### config.mk
export PLATFORM = sky130hd
export DESIGN_NAME = booth_mult_seq
export DESIGN_NICKNAME = d
export VERILOG_FILES = /design/src/rtl/booth_pkg.sv /design/src/rtl/booth_step.sv /design/src/rtl/booth_mult_seq.sv
export SDC_FILE = /design/constraint.sdc
export NUM_CORES = 1
export LEC_CHECK = 0
export ABC_AREA = 1
export ABC_CLOCK_PERIOD_IN_PS = 3500
export CAP_MARGIN = 40
export CELL_PAD_IN_SITES_DETAIL_PLACEMENT = 1
export CELL_PAD_IN_SITES_GLOBAL_PLACEMENT = 2
export CORE_ASPECT_RATIO = 1.5
export CORE_UTILIZATION = 32
export CTS_CLUSTER_DIAMETER = 40
export CTS_CLUSTER_SIZE = 40
export DETAILED_ROUTE_END_ITERATION = 16
export MAX_ROUTING_LAYER = met4
export PLACE_DENSITY = 0.89
export RECOVER_POWER = 25
export SLEW_MARGIN = 15
export SYNTH_ARGS = -nofsm -noshare
export SYNTH_HDL_FRONTEND = slang
export SYNTH_SLANG_ARGS = --single-unit
### constraint.sdc
create_clock -name clk -period 3.5 [get_ports clk]
set_clock_uncertainty 0.15 [all_clocks]
set_input_delay 1.05 -clock clk [delete_from_list [all_inputs] [get_ports clk]]
set_output_delay 1.05 -clock clk [all_outputs]
set_load 0.01 [all_outputs]
### src/rtl/booth_pkg.sv
// Shared types and constants for the sequential Booth multiplier.
// Holds the FSM state enum, the counter-width helper and the Booth bit-pair codes.
package booth_pkg;

    typedef enum logic {
        IDLE = 1'b0,
        CALC = 1'b1
    } state_t;

    // Encodings of the {Qr[0], q_m1} pair that change the accumulator
    localparam logic [1:0] PAIR_ADD = 2'b01;
    localparam logic [1:0] PAIR_SUB = 2'b10;

    // Counter must hold WIDTH+1 when the unsigned mode is built in
    function automatic int cnt_width(input int width);
        return $clog2(width + 2);
    endfunction

endpackage

### src/rtl/booth_step.sv
// One radix-2 Booth iteration: add/subtract/no-op on the accumulator followed
// by an arithmetic right shift of {A, Qr, q_m1}.
module booth_step
    import booth_pkg::*;
#(
    parameter int AW = 9,
    parameter int QW = 8
) (
    input  logic signed [AW-1:0] a_i,
    input  logic        [QW-1:0] qr_i,
    input  logic                 qm1_i,
    input  logic signed [AW-1:0] m_i,
    output logic signed [AW-1:0] a_o,
    output logic        [QW-1:0] qr_o,
    output logic                 qm1_o
);

    logic signed [AW-1:0] sum;

    always_comb begin
        sum = a_i;
        case ({qr_i[0], qm1_i})
            PAIR_ADD: sum = a_i + m_i;
            PAIR_SUB: sum = a_i - m_i;
            default:  sum = a_i;
        endcase
        // Shift: A's sign bit is replicated, A's LSB falls into Qr
        a_o   = {sum[AW-1], sum[AW-1:1]};
        qr_o  = {sum[0], qr_i[QW-1:1]};
        qm1_o = qr_i[0];
    end

endmodule

### src/rtl/booth_mult_seq.sv
// Sequential radix-2 Booth multiplier with busy/done handshake and held product.
// Optional BOOTH_UNSIGNED_EN adds the is_signed port and an unsigned mode.
module booth_mult_seq
    import booth_pkg::*;
#(
    parameter int WIDTH = 8
) (
    input  logic                      clk,
    input  logic                      n_rst,
    input  logic                      start,
    input  logic signed [WIDTH-1:0]   M,
    input  logic signed [WIDTH-1:0]   Q,
`ifdef BOOTH_UNSIGNED_EN
    input  logic                      is_signed,
`endif
    output logic        [2*WIDTH-1:0] product,
    output logic                      busy,
    output logic                      done
);

`ifdef BOOTH_UNSIGNED_EN
    // Unsigned operands need one extra multiplier bit and one extra accumulator bit
    localparam int AW = WIDTH + 2;
    localparam int QW = WIDTH + 1;
`else
    localparam int AW = WIDTH + 1;
    localparam int QW = WIDTH;
`endif
    localparam int CNT_W = cnt_width(WIDTH);

    state_t                  state_q;
    logic signed [AW-1:0]    a_q, m_q, a_d, m_ld;
    logic        [QW-1:0]    qr_q, qr_d, qr_ld;
    logic                    qm1_q, qm1_d;
    logic        [CNT_W-1:0] cnt_q, n_ld;
    logic        [2*WIDTH-1:0] product_q, prod_d;
    logic                    busy_q, done_q;

    booth_step #(.AW(AW), .QW(QW)) u_step (
        .a_i  (a_q),
        .qr_i (qr_q),
        .qm1_i(qm1_q),
        .m_i  (m_q),
        .a_o  (a_d),
        .qr_o (qr_d),
        .qm1_o(qm1_d)
    );

`ifdef BOOTH_UNSIGNED_EN
    logic signed_q;

    always_comb begin
        m_ld  = {{(AW-WIDTH){is_signed & M[WIDTH-1]}}, M};
        qr_ld = {is_signed & Q[WIDTH-1], Q};
        n_ld  = is_signed ? CNT_W'(WIDTH) : CNT_W'(WIDTH + 1);
        // Signed runs stop one shift early, leaving the unused Q sign bit in Qr[0]
        prod_d = signed_q ? {a_d[WIDTH-1:0], qr_d[WIDTH:1]}
                          : {a_d[WIDTH-2:0], qr_d};
    end
`else
    always_comb begin
        m_ld   = {M[WIDTH-1], M};
        qr_ld  = Q;
        n_ld   = CNT_W'(WIDTH);
        prod_d = {a_d[WIDTH-1:0], qr_d};
    end
`endif

    always_ff @(posedge clk or negedge n_rst) begin
        if (!n_rst) begin
            state_q   <= IDLE;
            a_q       <= '0;
            m_q       <= '0;
            qr_q      <= '0;
            qm1_q     <= 1'b0;
            cnt_q     <= '0;
            product_q <= '0;
            busy_q    <= 1'b0;
            done_q    <= 1'b0;
`ifdef BOOTH_UNSIGNED_EN
            signed_q  <= 1'b0;
`endif
        end else begin
            done_q <= 1'b0;
            case (state_q)
                IDLE: begin
                    if (start) begin
                        a_q      <= '0;
                        m_q      <= m_ld;
                        qr_q     <= qr_ld;
                        qm1_q    <= 1'b0;
                        cnt_q    <= n_ld;
                        busy_q   <= 1'b1;
                        state_q  <= CALC;
`ifdef BOOTH_UNSIGNED_EN
                        signed_q <= is_signed;
`endif
                    end
                end
                CALC: begin
                    a_q   <= a_d;
                    qr_q  <= qr_d;
                    qm1_q <= qm1_d;
                    cnt_q <= cnt_q - 1'b1;
                    // Last iteration: publish the post-shift result
                    if (cnt_q == CNT_W'(1)) begin
                        product_q <= prod_d;
                        done_q    <= 1'b1;
                        busy_q    <= 1'b0;
                        state_q   <= IDLE;
                    end
                end
            endcase
        end
    end

    assign product = product_q;
    assign busy    = busy_q;
    assign done    = done_q;

endmodule
## Word level (Yosys, flattened, before mapping)

Index checks and enable logic that the tools add are counted.

- Register bits: 49
- Input bits: 19

- Add/subtract/negate cells: 3
- Reductions and logical operators: 3
- Multiplexer cells: 17
- Equality and inequality tests: 5
- Bitwise logic cells: 1

Operators by type and width:

| operator | count |
|---|---|
| $pmux W9 S2 | 2 |
| $pmux W8 S2 | 1 |
| $add A9 B8 Y9 | 1 |
| $mux W9 | 1 |
| $sub A9 B8 Y9 | 1 |
| $mux W8 | 1 |
| $pmux W4 S2 | 1 |
| $mux W1 | 7 |
| $pmux W1 S2 | 3 |
| $reduce_and A2 Y1 | 3 |
| $eq A4 B1 Y1 const B | 1 |
| $mux W4 | 1 |
| $sub A4 B1 Y4 const B | 1 |
| $eq A2 B1 Y1 const B | 1 |
| $eq A2 B2 Y1 const B | 1 |
| $ne A2 B1 Y1 const B | 1 |
| $ne A2 B2 Y1 const B | 1 |
| $not A1 Y1 | 1 |

## Longest topological paths before layout

- Depth in word-level cells: 3
- Mapped depth: 19

## Modules after synthesis

From an unflattened synthesis, not the netlist that was laid out.

- Cell total of the unflattened synthesis: 351
- Area total of the unflattened synthesis: 2726.4 um^2

By module, submodules not included:

| module | seq. area each (um^2) | cells an instance | area each (um^2) | times used |
|---|---|---|---|---|
| booth_mult_seq | 1226.2 | 213 | 1968.1 | 1 |
| booth_step | 0.0 | 138 | 758.2 | 1 |

## Least setup slack after synthesis

No wires, ideal clock.

- Path kind: register to register
- Start: register m_q[0]
- End: register product_q[15] (netlist: product[15])
- Arrival time: 2.220 ns
- Clock period less this slack: 2.487 ns
- Slack: 1.013 ns
- Cell stages (with the launch flop): 20
- Library setup time: 0.116 ns
- Buffers on the path: 0
- Path through: dfrtp_1 > inv_1 > ha_1 > inv_1 > nor2_2 > nand2_1 > o31ai_1 > xnor2_1 > inv_1 > ha_1 > nand2_1 > inv_1 > a21oi_1 > nand2_1 > nand2_1 > nand3_1 > nand2_1 > nand2_1 > nand2_1 > nand2_1

- Word-level cells in the longest chain between the ends: 2
- Elaborated cells between the ends (all ways): 3

Ends and longest elaborated chain:

| element | line | RTL |
|---|---|---|
| start: declaration | booth_mult_seq.sv:32 | `logic signed [AW-1:0] a_q, m_q, a_d, m_ld;` |
| start signal: assignment | booth_mult_seq.sv:89 | `m_q <= m_ld;` |
| $sub A9 B8 Y9 or $add A9 B8 Y9 (tied branches) | booth_step.sv:24, booth_step.sv:23 |  |
| $pmux W9 S2 * | booth_step.sv:22 | `case ({qr_i[0], qm1_i})` |
| end signal: assignment | booth_mult_seq.sv:107 | `product_q <= prod_d;` |
| end: declaration | booth_mult_seq.sv:36 | `logic [2*WIDTH-1:0] product_q, prod_d;` |

Every way passes the cells marked *; elsewhere a longest branch is shown, timed or not.
A chain may end at the register's enable or synchronous reset.

## Worst setup path in the final report

- Start: register m_q[1]
- End: register a_q[7]

- Word-level cells in the longest chain between the ends: 3
- Elaborated cells between the ends (all ways): 4

Ends and longest elaborated chain:

| element | line | RTL |
|---|---|---|
| $sub A9 B8 Y9 or $add A9 B8 Y9 (tied branches) | booth_step.sv:24, booth_step.sv:23 |  |
| $pmux W9 S2 * | booth_step.sv:22 |  |
| $pmux W9 S2 * | booth_mult_seq.sv:85 | `case (state_q)` |
| end signal: assignment | booth_mult_seq.sv:72 | `a_q <= '0;` |
| end signal: assignment | booth_mult_seq.sv:88 | `a_q <= '0;` |
| end signal: assignment | booth_mult_seq.sv:101 | `a_q <= a_d;` |
| end: declaration | booth_mult_seq.sv:32 |  |

Marks and branches as above.

==> summary.md <==
| Metric | Value |
|---|---|
| CTS buffer count | 5 |
| Status | finished, violations left |
| Max rail drop VDD | between 0.0004 and 0.0005 V |
| Die ar. | 8400 µm² |
| Initial Util | 0.333 |
| Htree depth | 2 |
| Final WL | approximately 6.5 mm |
| Sw frac | 0.463 |
| Synthesized flop and latch total | between 40 and 50 |
| Fin. Hold Viols | 0 |
| Tcrit/Tclk final | 0.793 |
| Final WS setup | approximately 730 ps |
| Worst slack, placed | 696 ps |
| Synth area leader | dfrtp_1 |
| Vias in the first global route | about 2.4k |
| Switch Pwr | 1.75 mW |
| Final setup TNS | 0 ps |
| Sequential-to-total area share from yosys stat | 0.468 |
| Cts repair resizes | 0 |
| Startpoint types | flop |
| Clock-pin slew on the worst setup and hold paths | about 70 ps |
| First-pass GRT wire length | ~11 mm |
| Nets | 375 |
| Share of the synthesized area in the top cell type | 0.468 |
| Initial antenna violation count | 0 |
| Critical Path AT | roughly 2800 ps |
| CTS Buffer Depth | 2 |
| CP endpoint kind | flop |
| Area grow syn2layout | 22.4% |
| Failing checks | capacitance limit, slew limit |
| Top post-synthesis cells by area | dfrtp_1 47%, nand2_1 14%, ha_1 5.8% |
| Cell internal pwr | approximately 2.0 mW |
| Net count after synthesis | 338 |
| Synth Instances | just over 300 |
| CTS root buffer | clkbuf_16 |
| Drc violations | 0 |
| Vias/cell | between 4 and 5 |
| Port Buf Inserts | 36 |
| Pins over their slew limit | 30 |
| Die Ht | between 100 and 150 µm |
| # clock sinks | 48 |
| PwrDens | 1200 nW/µm² |
| FP Rows | 39 |
| Clock Power Share | 0.132 |
| Crit Path Max Fanout | 5 |
| Crit path kind | flop to flop |
| Synth Area per Inst | between 8 and 9 µm² |
| Critical Path RT | 3530 ps |
| Comb power frac | 0.594 |
| Filler cell count | 956 |
| Ant. Diodes | 0 |
| Setup Buffers After CTS | 0 |
| Syn Std Cell Area | between 2000 and 3000 µm² |
| Placer Congestion | around 0.80 |
| Cell variety after synth | 34 |
| Achievable frequency | approximately 0.36 GHz |
| CTS tree | yes |
| Worst Max-Slew Pin Slew | about 1600 ps |
| Clock latency on the worst-skew pair | about 290 ps |
| Wire per inst | 14.5 µm |
| DP Wirelength | approximately 5.0 mm |
| RSZ-0062 raised after global routing | false |
| Largest net degree at the start of global routing | 30 |
| Chip Width | around 75 µm |
| Relative slew slack | -0.0847 |
| DR vias | roughly 2.1k |
| Setup violations, final | 0 |
| Synthesis Warnings | 0 |
| Core ar. | 7710 µm² |
| Routed Antenna Nets | 0 |
| Overflow after GRT | 0 |
| Sequential power share | 0.274 |
| Boundary Pins | 37 |
| Hold_buf cts | 0 |
| Max cap viols | 1 |
| DRT iter0 DRCs | 58 |
| Tot GR Track Use | 0.185 |
| Fin crit period | roughly 2800 ps |
| Share of cells above drive strength 1 | 0.0727 |
| Min-delay worst type | flop to flop |
| Final total power | between 3 and 4 mW |
| DR pass1 iterations | 4 |
| Pleak | between 1.5 and 2 nW |
==> power groups by stage <==
stage	clock network (mW)	registers, mW	logic (mW)
after floorplan	0	1.01	1.66
after global placement	0	1.04	2.23
after detailed placement	0	1.05	2.29
after CTS	0.510	1.04	2.31
after global routing	0.529	1.07	2.63
final	0.500	1.04	2.25
==> metal layers <==
metal | up-vias | track usage | part of all wire
li1 | 1061 | - | -
met4 | 0 | 0.0593 | 0.022
met3 | 13 | 0.0290 | 0.016
met1 | 1036 | 0.210 | 0.41
met2 | 23 | 0.326 | 0.55
met5 | - | - | 0
==> kinds of logic after synthesis <==
kind of cell,after synthesis,synth area share
compound gates,52,0.131
xor+xnor,7,0.0239
fa+ha+maj,13,0.0662
buf+inv,50,0.0857
flops,48,0.468
simple gates,136,0.226
==> path summary, 6_finish.rpt <==
| path | slack (ps) | cells past startpoint | to | from |
|---|---|---|---|---|
| worst max-delay path | 730 | 19 | a_q[7] | m_q[1] |
| worst max register to register | 730 | 19 | a_q[7] | m_q[1] |
| min in group asynchronous | 1010 | 1 | m_q[5] | n_rst |
| worst min-delay path | 330 | 2 | product[5] | product[5] |
| worst min register to register | 330 | 2 | product[5] | product[5] |
| max in group asynchronous | 1240 | 1 | a_q[7] | n_rst |
==> state kept, by name, indices dropped and copies added, names as in the netlist <==
name / flops
qm1_q: 1
cnt_q: 4
qr_q: 8
state_q: 1
product: 16
m_q: 8
busy: 1
done: 1
a_q: 8
==> layout by cell type, fill, tap and decap left out, drive strengths merged <==
cell / count
o21a: 1
dfrtp: 48
o31ai: 1
clkdlybuf4s50: 35
ha: 12
o22ai: 4
xnor2: 3
nand2: 98
xor2: 4
nand4: 2
or2: 2
clkinv: 1
fa: 1
buf: 2
nor2: 13
o221ai: 7
a21o: 2
a21oi: 8
a31oi: 1
nand3b: 2
o21ai: 27
nand3: 18
nor3: 1
o211ai: 1
inv: 43
clkbuf: 7
==> cells in the mapped netlist <==
cell type  number
inv_1          39
o221ai_1        7
a21oi_1         8
nand2_1        97
dfrtp_1        48
a21o_1          2
clkbuf_1        1
inv_2           2
o21ai_0        18
nand4_1         2
o21a_1          1
inv_6           1
fa_1            1
buf_2           4
buf_6           3
or2_2           1
o22ai_1         4
o211ai_1        1
nand2_2         1
o21ai_1         1
nor2_1         10
a31oi_1         1
nor2_2          1
or2_1           1
nand3b_1        2
nor2_8          1
o21ai_2         8
nor2_4          1
ha_1           12
xor2_1          4
nor3_1          1
o31ai_1         1
xnor2_1         3
nand3_1        18
==> area by class of cell <==
| type | count | area (µm²) | share of cell area |
|---|---|---|---|
| Sequential cell | 48 | 1200 | 0.382 |
| Multi-Input combinational cell | 208 | 1130 | 0.360 |
| Timing Repair Buffer | 38 | 369 | 0.117 |
| Inverter | 42 | 163 | 0.0517 |
| Clock buffer | 6 | 139 | 0.0442 |
| Tap cell | 102 | 128 | 0.0406 |
| Clock inverter | 2 | 13.8 | 0.00438 |
==> per-stage QoR <==
stage / instances / util / hold WS, ps / instance area [µm²]
final: 446 / 0.408 / 330 / 3140
after global routing: 446 / 0.408 / 358 / 3140
after CTS: 446 / 0.410 / 334 / 3160
after detailed placement: 438 / 0.390 / 315 / 3010
after global placement: 438 / 0.390 / 313 / 3010
after floorplan: 306 / - / 303 / 2570
==> critical path: stages, from the launching register on <==
cell	delay, ps
dfrtp_1	380
inv_1	100
ha_1	170
inv_1	50
nor2_2	120
nand2_1	80
o31ai_1	240
xnor2_1	160
inv_1	60
ha_1	330
nand2_1	120
inv_1	40
a21oi_1	180
nand2_1	70
nand2_1	80
nand3_1	80
nand2_1	70
nand2_1	70
nand2_1	60
nand2_1	60
Note: power is estimated with default switching activity, not from simulation.
